`src/rtl/ro_freq_pkg.sv`:
```
// Shared types and register-map constants for the ring-oscillator frequency counter.
package ro_freq_pkg;

   typedef enum logic [1:0] {
      StIdle,
      StCount,
      StLatch
   } state_e;

   // Register offsets as word indices, taken from wbs_adr_i[3:2]
   localparam logic [1:0] CTRL_OFF   = 2'd0;
   localparam logic [1:0] WINDOW_OFF = 2'd1;
   localparam logic [1:0] COUNT_OFF  = 2'd2;
   localparam logic [1:0] STATUS_OFF = 2'd3;

   // CTRL bits
   localparam int unsigned CTRL_START = 0;
   localparam int unsigned CTRL_CONT  = 1;
   localparam int unsigned CTRL_ABORT = 2;

   // STATUS bits
   localparam int unsigned STAT_BUSY = 0;
   localparam int unsigned STAT_DONE = 1;
   localparam int unsigned STAT_OVF  = 2;

endpackage

```
`src/rtl/ro_freq_counter_if.sv`:
```
// Wishbone classic slave bundle for the frequency counter.
interface ro_freq_counter_if;

   logic        wbs_stb_i;
   logic        wbs_cyc_i;
   logic        wbs_we_i;
   logic [3:0]  wbs_sel_i;
   logic [31:0] wbs_adr_i;
   logic [31:0] wbs_dat_i;
   logic        wbs_ack_o;
   logic [31:0] wbs_dat_o;

   modport master (
      output wbs_stb_i, wbs_cyc_i, wbs_we_i, wbs_sel_i, wbs_adr_i, wbs_dat_i,
      input  wbs_ack_o, wbs_dat_o
   );

   modport slave (
      input  wbs_stb_i, wbs_cyc_i, wbs_we_i, wbs_sel_i, wbs_adr_i, wbs_dat_i,
      output wbs_ack_o, wbs_dat_o
   );

endinterface

```
`src/rtl/ro_sync_edge.sv`:
```
// Two-flop synchronizer for the asynchronous oscillator plus rising-edge pulse.
module ro_sync_edge (
   input  logic wb_clk_i,
   input  logic wb_rst_n_i,
   input  logic ro_in,
   output logic edge_o
);

   // [1:0] is the synchronizer, [2] holds the previous synchronized level
   logic [2:0] sync_q;

   // Shift the oscillator level through the synchronizer chain
   always_ff @(posedge wb_clk_i) begin
      if (!wb_rst_n_i) begin
         sync_q <= '0;
      end else begin
         sync_q <= {sync_q[1:0], ro_in};
      end
   end

   assign edge_o = sync_q[1] & ~sync_q[2];

endmodule

```
`src/rtl/ro_freq_counter.sv`:
```
// Wishbone-readable gated edge counter for the ring-oscillator mux output.
module ro_freq_counter
   import ro_freq_pkg::*;
#(
   parameter logic [31:0] BASE_ADDR      = 32'h3000_0000,
   parameter logic [31:0] DEFAULT_WINDOW = 32'd1_000_000
) (
   input  logic                    wb_clk_i,
   input  logic                    wb_rst_n_i,
   ro_freq_counter_if.slave        wbs,
   input  logic                    ro_in,
   output logic                    done_o
);

   state_e      state_q, state_d;
   logic        ack_q, hold_q;
   logic [31:0] window_q, win_cnt_q, live_cnt_q, count_q;
   logic        cont_q, done_q, done_d, ovf_q, ovf_d;
   logic        ro_edge;
   logic        load_win, clr_live, latch_now, edge_cnt, sat_hit;
   logic [1:0]  off;
   logic        hit, wr_en, ctrl_wr, status_wr, window_wr, start, abort;
   logic [31:0] rdata;
   logic        unused_adr;

   ro_sync_edge u_sync_edge (
      .wb_clk_i   (wb_clk_i),
      .wb_rst_n_i (wb_rst_n_i),
      .ro_in      (ro_in),
      .edge_o     (ro_edge)
   );

   assign unused_adr = ^wbs.wbs_adr_i[1:0];

   assign off       = wbs.wbs_adr_i[3:2];
   assign hit       = wbs.wbs_stb_i & wbs.wbs_cyc_i &
                      (wbs.wbs_adr_i[31:4] == BASE_ADDR[31:4]);
   // Writes land on the ack cycle while the master still holds address and data
   assign wr_en     = ack_q & wbs.wbs_we_i;
   assign ctrl_wr   = wr_en & (off == CTRL_OFF);
   assign window_wr = wr_en & (off == WINDOW_OFF);
   assign status_wr = wr_en & (off == STATUS_OFF);
   assign start     = ctrl_wr & wbs.wbs_dat_i[CTRL_START];
   assign abort     = ctrl_wr & wbs.wbs_dat_i[CTRL_ABORT];

   // One-cycle ack; hold_q blocks a second ack until stb has dropped
   always_ff @(posedge wb_clk_i) begin
      if (!wb_rst_n_i) begin
         ack_q  <= 1'b0;
         hold_q <= 1'b0;
      end else begin
         ack_q  <= hit & ~ack_q & ~hold_q;
         hold_q <= wbs.wbs_stb_i & (ack_q | hold_q);
      end
   end

   // Read mux, forced to zero outside the ack cycle
   always_comb begin
      rdata = '0;
      if (ack_q && !wbs.wbs_we_i) begin
         case (off)
            CTRL_OFF:   rdata = {30'b0, cont_q, 1'b0};
            WINDOW_OFF: rdata = window_q;
            COUNT_OFF:  rdata = count_q;
            STATUS_OFF: rdata = {29'b0, ovf_q, done_q, (state_q != StIdle)};
            default:    rdata = '0;
         endcase
      end
   end

   assign wbs.wbs_ack_o = ack_q;
   assign wbs.wbs_dat_o = rdata;
   assign done_o        = (state_q == StLatch);

   // Next state: ABORT beats START, START restarts from any state
   always_comb begin
      state_d  = state_q;
      load_win = 1'b0;
      clr_live = 1'b0;
      if (abort) begin
         state_d = StIdle;
      end else if (start) begin
         load_win = 1'b1;
         clr_live = 1'b1;
         state_d  = (window_q == '0) ? StLatch : StCount;
      end else begin
         case (state_q)
            StCount: begin
               if (win_cnt_q <= 32'd1) state_d = StLatch;
            end
            StLatch: begin
               if (cont_q) begin
                  load_win = 1'b1;
                  clr_live = 1'b1;
                  state_d  = (window_q == '0) ? StLatch : StCount;
               end else begin
                  state_d = StIdle;
               end
            end
            default: state_d = StIdle;
         endcase
      end
   end

   assign latch_now = (state_q == StLatch) & ~abort;
   assign edge_cnt  = (state_q == StCount) & ro_edge & ~clr_live;
   assign sat_hit   = edge_cnt & (live_cnt_q == '1);

   // Sticky status flags: W1C, cleared on START, set by window end or saturation
   always_comb begin
      done_d = done_q;
      ovf_d  = ovf_q;
      if (status_wr && wbs.wbs_dat_i[STAT_DONE]) done_d = 1'b0;
      if (status_wr && wbs.wbs_dat_i[STAT_OVF])  ovf_d  = 1'b0;
      if (start && !abort) begin
         done_d = 1'b0;
         ovf_d  = 1'b0;
      end
      if (state_d == StLatch) done_d = 1'b1;
      if (sat_hit)            ovf_d  = 1'b1;
   end

   // FSM state, counters and software-visible registers
   always_ff @(posedge wb_clk_i) begin
      if (!wb_rst_n_i) begin
         state_q    <= StIdle;
         window_q   <= DEFAULT_WINDOW;
         win_cnt_q  <= '0;
         live_cnt_q <= '0;
         count_q    <= '0;
         cont_q     <= 1'b0;
         done_q     <= 1'b0;
         ovf_q      <= 1'b0;
      end else begin
         state_q <= state_d;
         done_q  <= done_d;
         ovf_q   <= ovf_d;

         if (load_win) begin
            win_cnt_q <= window_q;
         end else if (state_q == StCount) begin
            win_cnt_q <= win_cnt_q - 32'd1;
         end

         if (clr_live) begin
            live_cnt_q <= '0;
         end else if (edge_cnt && !sat_hit) begin
            live_cnt_q <= live_cnt_q + 32'd1;
         end

         if (latch_now) count_q <= live_cnt_q;
         if (ctrl_wr)   cont_q  <= wbs.wbs_dat_i[CTRL_CONT];

         if (window_wr) begin
            for (int b = 0; b < 4; b++) begin
               if (wbs.wbs_sel_i[b]) window_q[8*b +: 8] <= wbs.wbs_dat_i[8*b +: 8];
            end
         end
      end
   end

endmodule
```
`src/flat_wrapper.sv`:
```
// flat-port wrapper written by rule: the top's interface ports become plain ports
module ro_freq_counter_flat import ro_freq_pkg::*;
#(
   parameter logic [31:0] BASE_ADDR      = 32'h3000_0000,
   parameter logic [31:0] DEFAULT_WINDOW = 32'd1_000_000
)
  (wb_clk_i, wb_rst_n_i, ro_in, done_o, wbs_wbs_stb_i, wbs_wbs_cyc_i, wbs_wbs_we_i, wbs_wbs_sel_i, wbs_wbs_adr_i, wbs_wbs_dat_i, wbs_wbs_ack_o, wbs_wbs_dat_o);
  ro_freq_counter_if wbs_i ();
  input  logic wb_clk_i;
  input  logic wb_rst_n_i;
  input  logic ro_in;
  output logic done_o;
  input wire logic [$bits(wbs_i.wbs_stb_i)-1:0] wbs_wbs_stb_i;
  input wire logic [$bits(wbs_i.wbs_cyc_i)-1:0] wbs_wbs_cyc_i;
  input wire logic [$bits(wbs_i.wbs_we_i)-1:0] wbs_wbs_we_i;
  input wire logic [$bits(wbs_i.wbs_sel_i)-1:0] wbs_wbs_sel_i;
  input wire logic [$bits(wbs_i.wbs_adr_i)-1:0] wbs_wbs_adr_i;
  input wire logic [$bits(wbs_i.wbs_dat_i)-1:0] wbs_wbs_dat_i;
  output wire logic [$bits(wbs_i.wbs_ack_o)-1:0] wbs_wbs_ack_o;
  output wire logic [$bits(wbs_i.wbs_dat_o)-1:0] wbs_wbs_dat_o;
  assign wbs_i.wbs_stb_i = wbs_wbs_stb_i;
  assign wbs_i.wbs_cyc_i = wbs_wbs_cyc_i;
  assign wbs_i.wbs_we_i = wbs_wbs_we_i;
  assign wbs_i.wbs_sel_i = wbs_wbs_sel_i;
  assign wbs_i.wbs_adr_i = wbs_wbs_adr_i;
  assign wbs_i.wbs_dat_i = wbs_wbs_dat_i;
  assign wbs_wbs_ack_o = wbs_i.wbs_ack_o;
  assign wbs_wbs_dat_o = wbs_i.wbs_dat_o;
  ro_freq_counter #(.BASE_ADDR(BASE_ADDR), .DEFAULT_WINDOW(DEFAULT_WINDOW)) u_core (.wb_clk_i(wb_clk_i), .wb_rst_n_i(wb_rst_n_i), .wbs(wbs_i), .ro_in(ro_in), .done_o(done_o));
endmodule
```
`config.mk`:
```
export PLATFORM = sky130hd
export DESIGN_NAME = ro_freq_counter_flat
export DESIGN_NICKNAME = d
export VERILOG_FILES = /design/src/rtl/ro_freq_pkg.sv /design/src/rtl/ro_freq_counter_if.sv /design/src/rtl/ro_sync_edge.sv /design/src/rtl/ro_freq_counter.sv /design/src/flat_wrapper.sv
export SDC_FILE = /design/constraint.sdc
export NUM_CORES = 1
export LEC_CHECK = 0
export CORE_MARGIN = 4
export CORE_UTILIZATION = 49
export DETAILED_ROUTE_END_ITERATION = 8
export MAX_ROUTING_LAYER = met4
export PLACE_DENSITY = 0.77
export SETUP_SLACK_MARGIN = 0.2
export SLEW_MARGIN = 0
export SYNTH_ARGS = -nofsm -noshare
export SYNTH_HDL_FRONTEND = slang
export SYNTH_SLANG_ARGS = --single-unit
export TNS_END_PERCENT = 100
```
`constraint.sdc`:
```
create_clock -name wb_clk_i -period 2.35 [get_ports wb_clk_i]
set_clock_uncertainty 0.05 [all_clocks]
set_input_delay 0.47 -clock wb_clk_i [delete_from_list [all_inputs] [get_ports wb_clk_i]]
set_output_delay 0.47 -clock wb_clk_i [all_outputs]
set_load 0.05 [all_outputs]
```
* After elaboration in Yosys (flattened, before gate mapping)
Cells that the tools add are included. W data, S select, Z words.
Cells by class: reductions and logical operators 19, add/subtract/negate cells 2, eq/ne operators 8, multiplexer cells 20, bitwise operators 23, magnitude comparators 1
Operator list (count):
- $pmux W32 S4 | 1
- $mux W32 | 3
- $add A32 B1 Y32 const B | 1
- $eq A32 B32 Y1 const B | 1
- $le A32 B1 Y1 const B | 1
- $logic_not A32 Y1 | 1
- $sub A32 B1 Y32 const B | 1
- $eq A28 B26 Y1 const B | 1
- $and A1 B1 Y1 | 16
- $mux W1 | 10
- $mux W2 | 5
- $eq A2 B2 Y1 const B | 4
- $reduce_and A2 Y1 | 4
- $not A1 Y1 | 6
- $reduce_bool A3 Y1 | 2
- $logic_and A1 B1 Y1 | 5
- $eq A2 B1 Y1 const B | 2
- $pmux W2 S2 | 1
- $reduce_bool A2 Y1 | 2
- $logic_not A1 Y1 | 3
- $logic_not A2 Y1 | 1
- $reduce_or A2 Y1 | 1
- $or A1 B1 Y1 | 1
Word-level totals: bits in registers 138, logic and storage cells 87

* Logic depth before layout (Yosys ltp)
word-level depth 10, mapped depth 10

* Modules after synthesis
From an unflattened synthesis, not the netlist that was laid out.
Second synthesis, totals: cell total of the unflattened synthesis 872, area total of the unflattened synthesis 6825.3 sq um
By module, submodules not included:
- ro_freq_counter | area each 6732.7 sq um, cells each 865, times used 1
- ro_sync_edge | area each 92.6 sq um, cells each 7, times used 1

* Worst setup path before layout
Ideal clock, no wire load.
path kind input port to output port, start input wbs_wbs_adr_i[2], end output wbs_wbs_dat_o[21], cell stages on the path 6, data arrival time 2.115 ns, path slack -0.285 ns, cell sequence buf_2 nor2b_1 clkbuf_1 buf_1 a22oi_1 nor2_1
Between the ends: longest elaborated chain between the ends 3, elaborated cells between the ends (all ways) 6, those cells by class eq/ne: 3; mux: 2; reduce/logical: 1
RTL lines:
- start: declaration | line flat_wrapper.sv:17 | input wire logic [$bits(wbs_i.wbs_adr_i)-1:0] wbs_wbs_adr_i;
- $eq A2 B2 Y1, or another cell as far along | line ro_freq_counter.sv:61 | case (off)
- $pmux W32 S4 * | line ro_freq_counter.sv:61
- $mux W32 * | line ro_freq_counter.sv:60 | if (ack_q && !wbs.wbs_we_i) begin
- end: declaration | line flat_wrapper.sv:20 | output wire logic [$bits(wbs_i.wbs_dat_o)-1:0] wbs_wbs_dat_o;
Mark *: on every way between the ends. The rest lies on a longest branch, timed or not.

* Worst setup path in the final report
start input wbs_wbs_adr_i[2], end output wbs_wbs_dat_o[23]
The elaborated chain is that of the path after synthesis.

==> reports/qor.yml <==
route:
  final_antenna_net_count: 0
  drtPass1Iterations: 7
  viasPerCell: 6.11
  wl_um: 23700
  wl_per_cell_um: 19.6
  drc: 0
  drtIter0Drc: 695
  vias: 7413
hold_path:
  hp-class: "reg -> reg"
logic_synthesis:
  synth_mux_area_frac: 0.00941
  synth_cell_types: 57
  synthCells: 865
  syn-num-nets: 945
  synth-xor-area-share: 0.0388
  synth-simple-area-share: 0.292
  seq_area_frac_synth: 0.407
  ys.flop_type: "dfxtp_1"
  async_reset_ff_frac: 0
  synth_edf_count: 0
  avgSynthCellArea_um2: 7.84
  synth_compound_area_frac: 0.198
  synth_adder_area_share: 0.0111
  synth.cell_area_um2: 6780
  yosys_warnings: 0
  synth_top_family_by_area: "simple AND/OR/NAND/NOR gates"
  synth_seq_cells: 138
placed_design:
  port_buffers: 105
  dp_cells: 1154
  pre_cts_ws_ns: -0.302
  hpwlAfterDp_um: 15300
  placed_area_um2: 9030
  place.gp.congestion: 0.938
timing:
  worst_pin_slew_ns: 0.636
  layout_setup_ws_ns: 0.141
  maxSlewViolCount: 0
  finalSetupViolCount: 0
  hold_violations: 0
  fin_crit_ns: 2.21
  timing.final.crit_share: 0.940
  max_freq_mhz: 453
  fin_worst_hold_slack_ns: 0.389
  slew_headroom: 0.565
  rsz0062_at_grt: "true"
global_route:
  grt_pass1_vias: 7033
  grt_overflow: 0
  grt_usage: 0.294
  grt_pass1_wl_um: 36200
  antenna_found_initial: 0
  grt_max_degree: 78
floorplan:
  core_area_um2: 13400
  pin_count: 108
  initial_core_util: 0.506
  die_w_um: 126
  fp.dieH_um: 126
  num_rows: 42
  design.die.area_um2: 15800
power_and_ir_drop:
  combPwrFrac: 0.059
  p_sw_mw: 1.12
  internal_power_mw: 4.22
  p_sw_frac: 0.210
  p_leak_nw: 3.48
  ir_drop_uv: 513
  clockPowerShare: 0.502
  power_density_nw_per_um2: 520
  power_frac_seq: 0.439
clock_network:
  htreeDepth: 4
  clk_pin_slew_ns: 0.06
  cts_hold_buf: 0
  insertion_delay_ns: 0.43
  cts_made_buffers: 17
  cts-root-buf: "clkbuf_16"
  clk_path_buf_depth: 2
  cts_tree: "built"
  clock_sinks: 138
finish:
  n_antenna_cell: 0
  fillers: 882
  area_growth_pct: 51.2
  utilization: 0.765
  stdcell_area_um2: 10300
  final_cells: 1213
  layout_commonest_cell: "dfxtp_1"
  drive_above_1_share: 0.252
  fin_nets: 1104
  mostFrequentLayoutCells: "dfxtp_1 (132), nand2_1 (129), a21oi_1 (97)"
worst_setup_path:
  slowest_stage: "bufbuf_16"
  cpMostUsedCell: "buf_6"
  path_class: "in -> out"
  worstPathMaxFanout: 6
  worst_ep_arrival_time_ns: 1.69
  worstPathCellList: "buf_6, buf_6, buf_6, nor2b_4, bufbuf_16, a22oi_1, nor2_4, buf_12"
  required_ns: 1.83
  slowest_delay_ns: 0.30
  endpoint_kind: "primary output"
  critPathLaunchType: "input pin"
job:
  drv_cap: 0
outcome:
  outcome: "finished, final reports clean"
## worst max-delay path: cells and delay by family
family,cells,cell delay (ns)
AO/OA/AOI/OAI,1,0.13
buffers and inverters,5,0.76
AND/OR/NAND/NOR,2,0.33
## layout make-up
class | instances | area [um^2] | area share
Clock inverter | 8 | 90.1 | 0.00879
Sequential cell | 138 | 2770 | 0.270
Tap cell | 176 | 220 | 0.0215
Multi-Input combinational cell | 653 | 4220 | 0.412
Clock buffer | 24 | 502 | 0.0489
Inverter | 14 | 52.6 | 0.00513
Timing Repair Buffer | 200 | 2390 | 0.234
## power groups by stage
stage                     Combinational (mW)  Clock (mW)  Sequential, mW
after floorplan                       0.0780           0            2.39
after global placement                 0.246           0            2.39
after detailed placement               0.248           0            2.39
after CTS                              0.302        2.68            2.34
after global routing                   0.329        2.79            2.34
final                                  0.315        2.67            2.34
## layer usage
| metal | wire, um | GRT usage | vias to the layer above |
|---|---|---|---|
| li1 | - | - | 3492 |
| met1 | 9160 | 0.349 | 3525 |
| met2 | 11900 | 0.478 | 304 |
| met3 | 1730 | 0.0720 | 92 |
| met4 | 909 | 0.124 | 0 |
| met5 | 0 | - | - |
## path summary, 6_finish.rpt
check	from	cells after the start	to	slack (ns)
setup / recovery	wbs_wbs_adr_i[2]	8	wbs_wbs_dat_o[23]	0.14
hold / removal	u_core.u_sync_edge.sync_q[0]	1	u_core.u_sync_edge.sync_q[1]	0.39
setup reg to reg	u_core.state_q[1]	7	u_core.win_cnt_q[21]	0.19
hold reg to reg	u_core.u_sync_edge.sync_q[0]	1	u_core.u_sync_edge.sync_q[1]	0.39
## cell usage after synthesis, drive strengths merged (2+ instances only)
| cell | n | area, um^2 |
|---|---|---|
| nand4 | 21 | 138 |
| clkbuf | 49 | 184 |
| and4 | 6 | 52.6 |
| o211ai | 7 | 52.6 |
| nand3 | 53 | 265 |
| nand2b | 3 | 18.8 |
| a21boi | 2 | 15.0 |
| o2111ai | 6 | 52.6 |
| xor2 | 12 | 105 |
| o22ai | 3 | 18.8 |
| dfxtp | 138 | 2760 |
| nor3 | 24 | 131 |
| o31ai | 21 | 158 |
| ha | 6 | 75.1 |
| mux2i | 3 | 30.0 |
| nor4 | 24 | 156 |
| or4 | 23 | 180 |
| nor2 | 64 | 240 |
| inv | 13 | 48.8 |
| xnor2 | 18 | 158 |
| nor2b | 3 | 18.8 |
| or2 | 2 | 12.5 |
| or3 | 15 | 93.8 |
| o21ai | 25 | 125 |
| a211oi | 16 | 120 |
| nand2 | 132 | 495 |
| nand4b | 3 | 26.3 |
| and2 | 8 | 50.1 |
| buf | 11 | 56.3 |
| a21oi | 102 | 510 |
| a22oi | 30 | 225 |
| and3 | 6 | 37.5 |
## cell families after synthesis
| group | after synthesis |
|---|---|
| compound gates | 219 |
| xor+xnor | 30 |
| fa+ha+maj | 6 |
| buf+inv | 74 |
| flops | 138 |
| mux | 5 |
| simple gates | 393 |
## sequential cells by signal, summed over array words and instances, names as in the netlist
register	cells
u_core.wbs.wbs_ack_o	1
u_core.state_q	2
u_core.count_q	32
u_core.u_sync_edge.sync_q	3
u_core.hold_q	1
u_core.ovf_q	1
u_core.win_cnt_q	32
u_core.live_cnt_q	32
u_core.cont_q	1
u_core.window_q	32
u_core.done_q	1
## metrics by stage
step	total power, mW	TNS [ns]
2_1_floorplan	2.47	-0.0134
3_3_place_gp	2.64	-11.46
3_5_place_dp	2.64	-13.84
4_1_cts	5.32	0
5_1_grt	5.46	0
6_report	5.33	0
## repair_timing
item	CTS	global route
pin swaps	8	18
setup buffers	10	10
resized for setup	37	55
endpoints found under the hold margin	0	0
endpoints found under the setup margin	59	64
cloned	5	2
No activity file was read; power rests on OpenSTA's default activity.
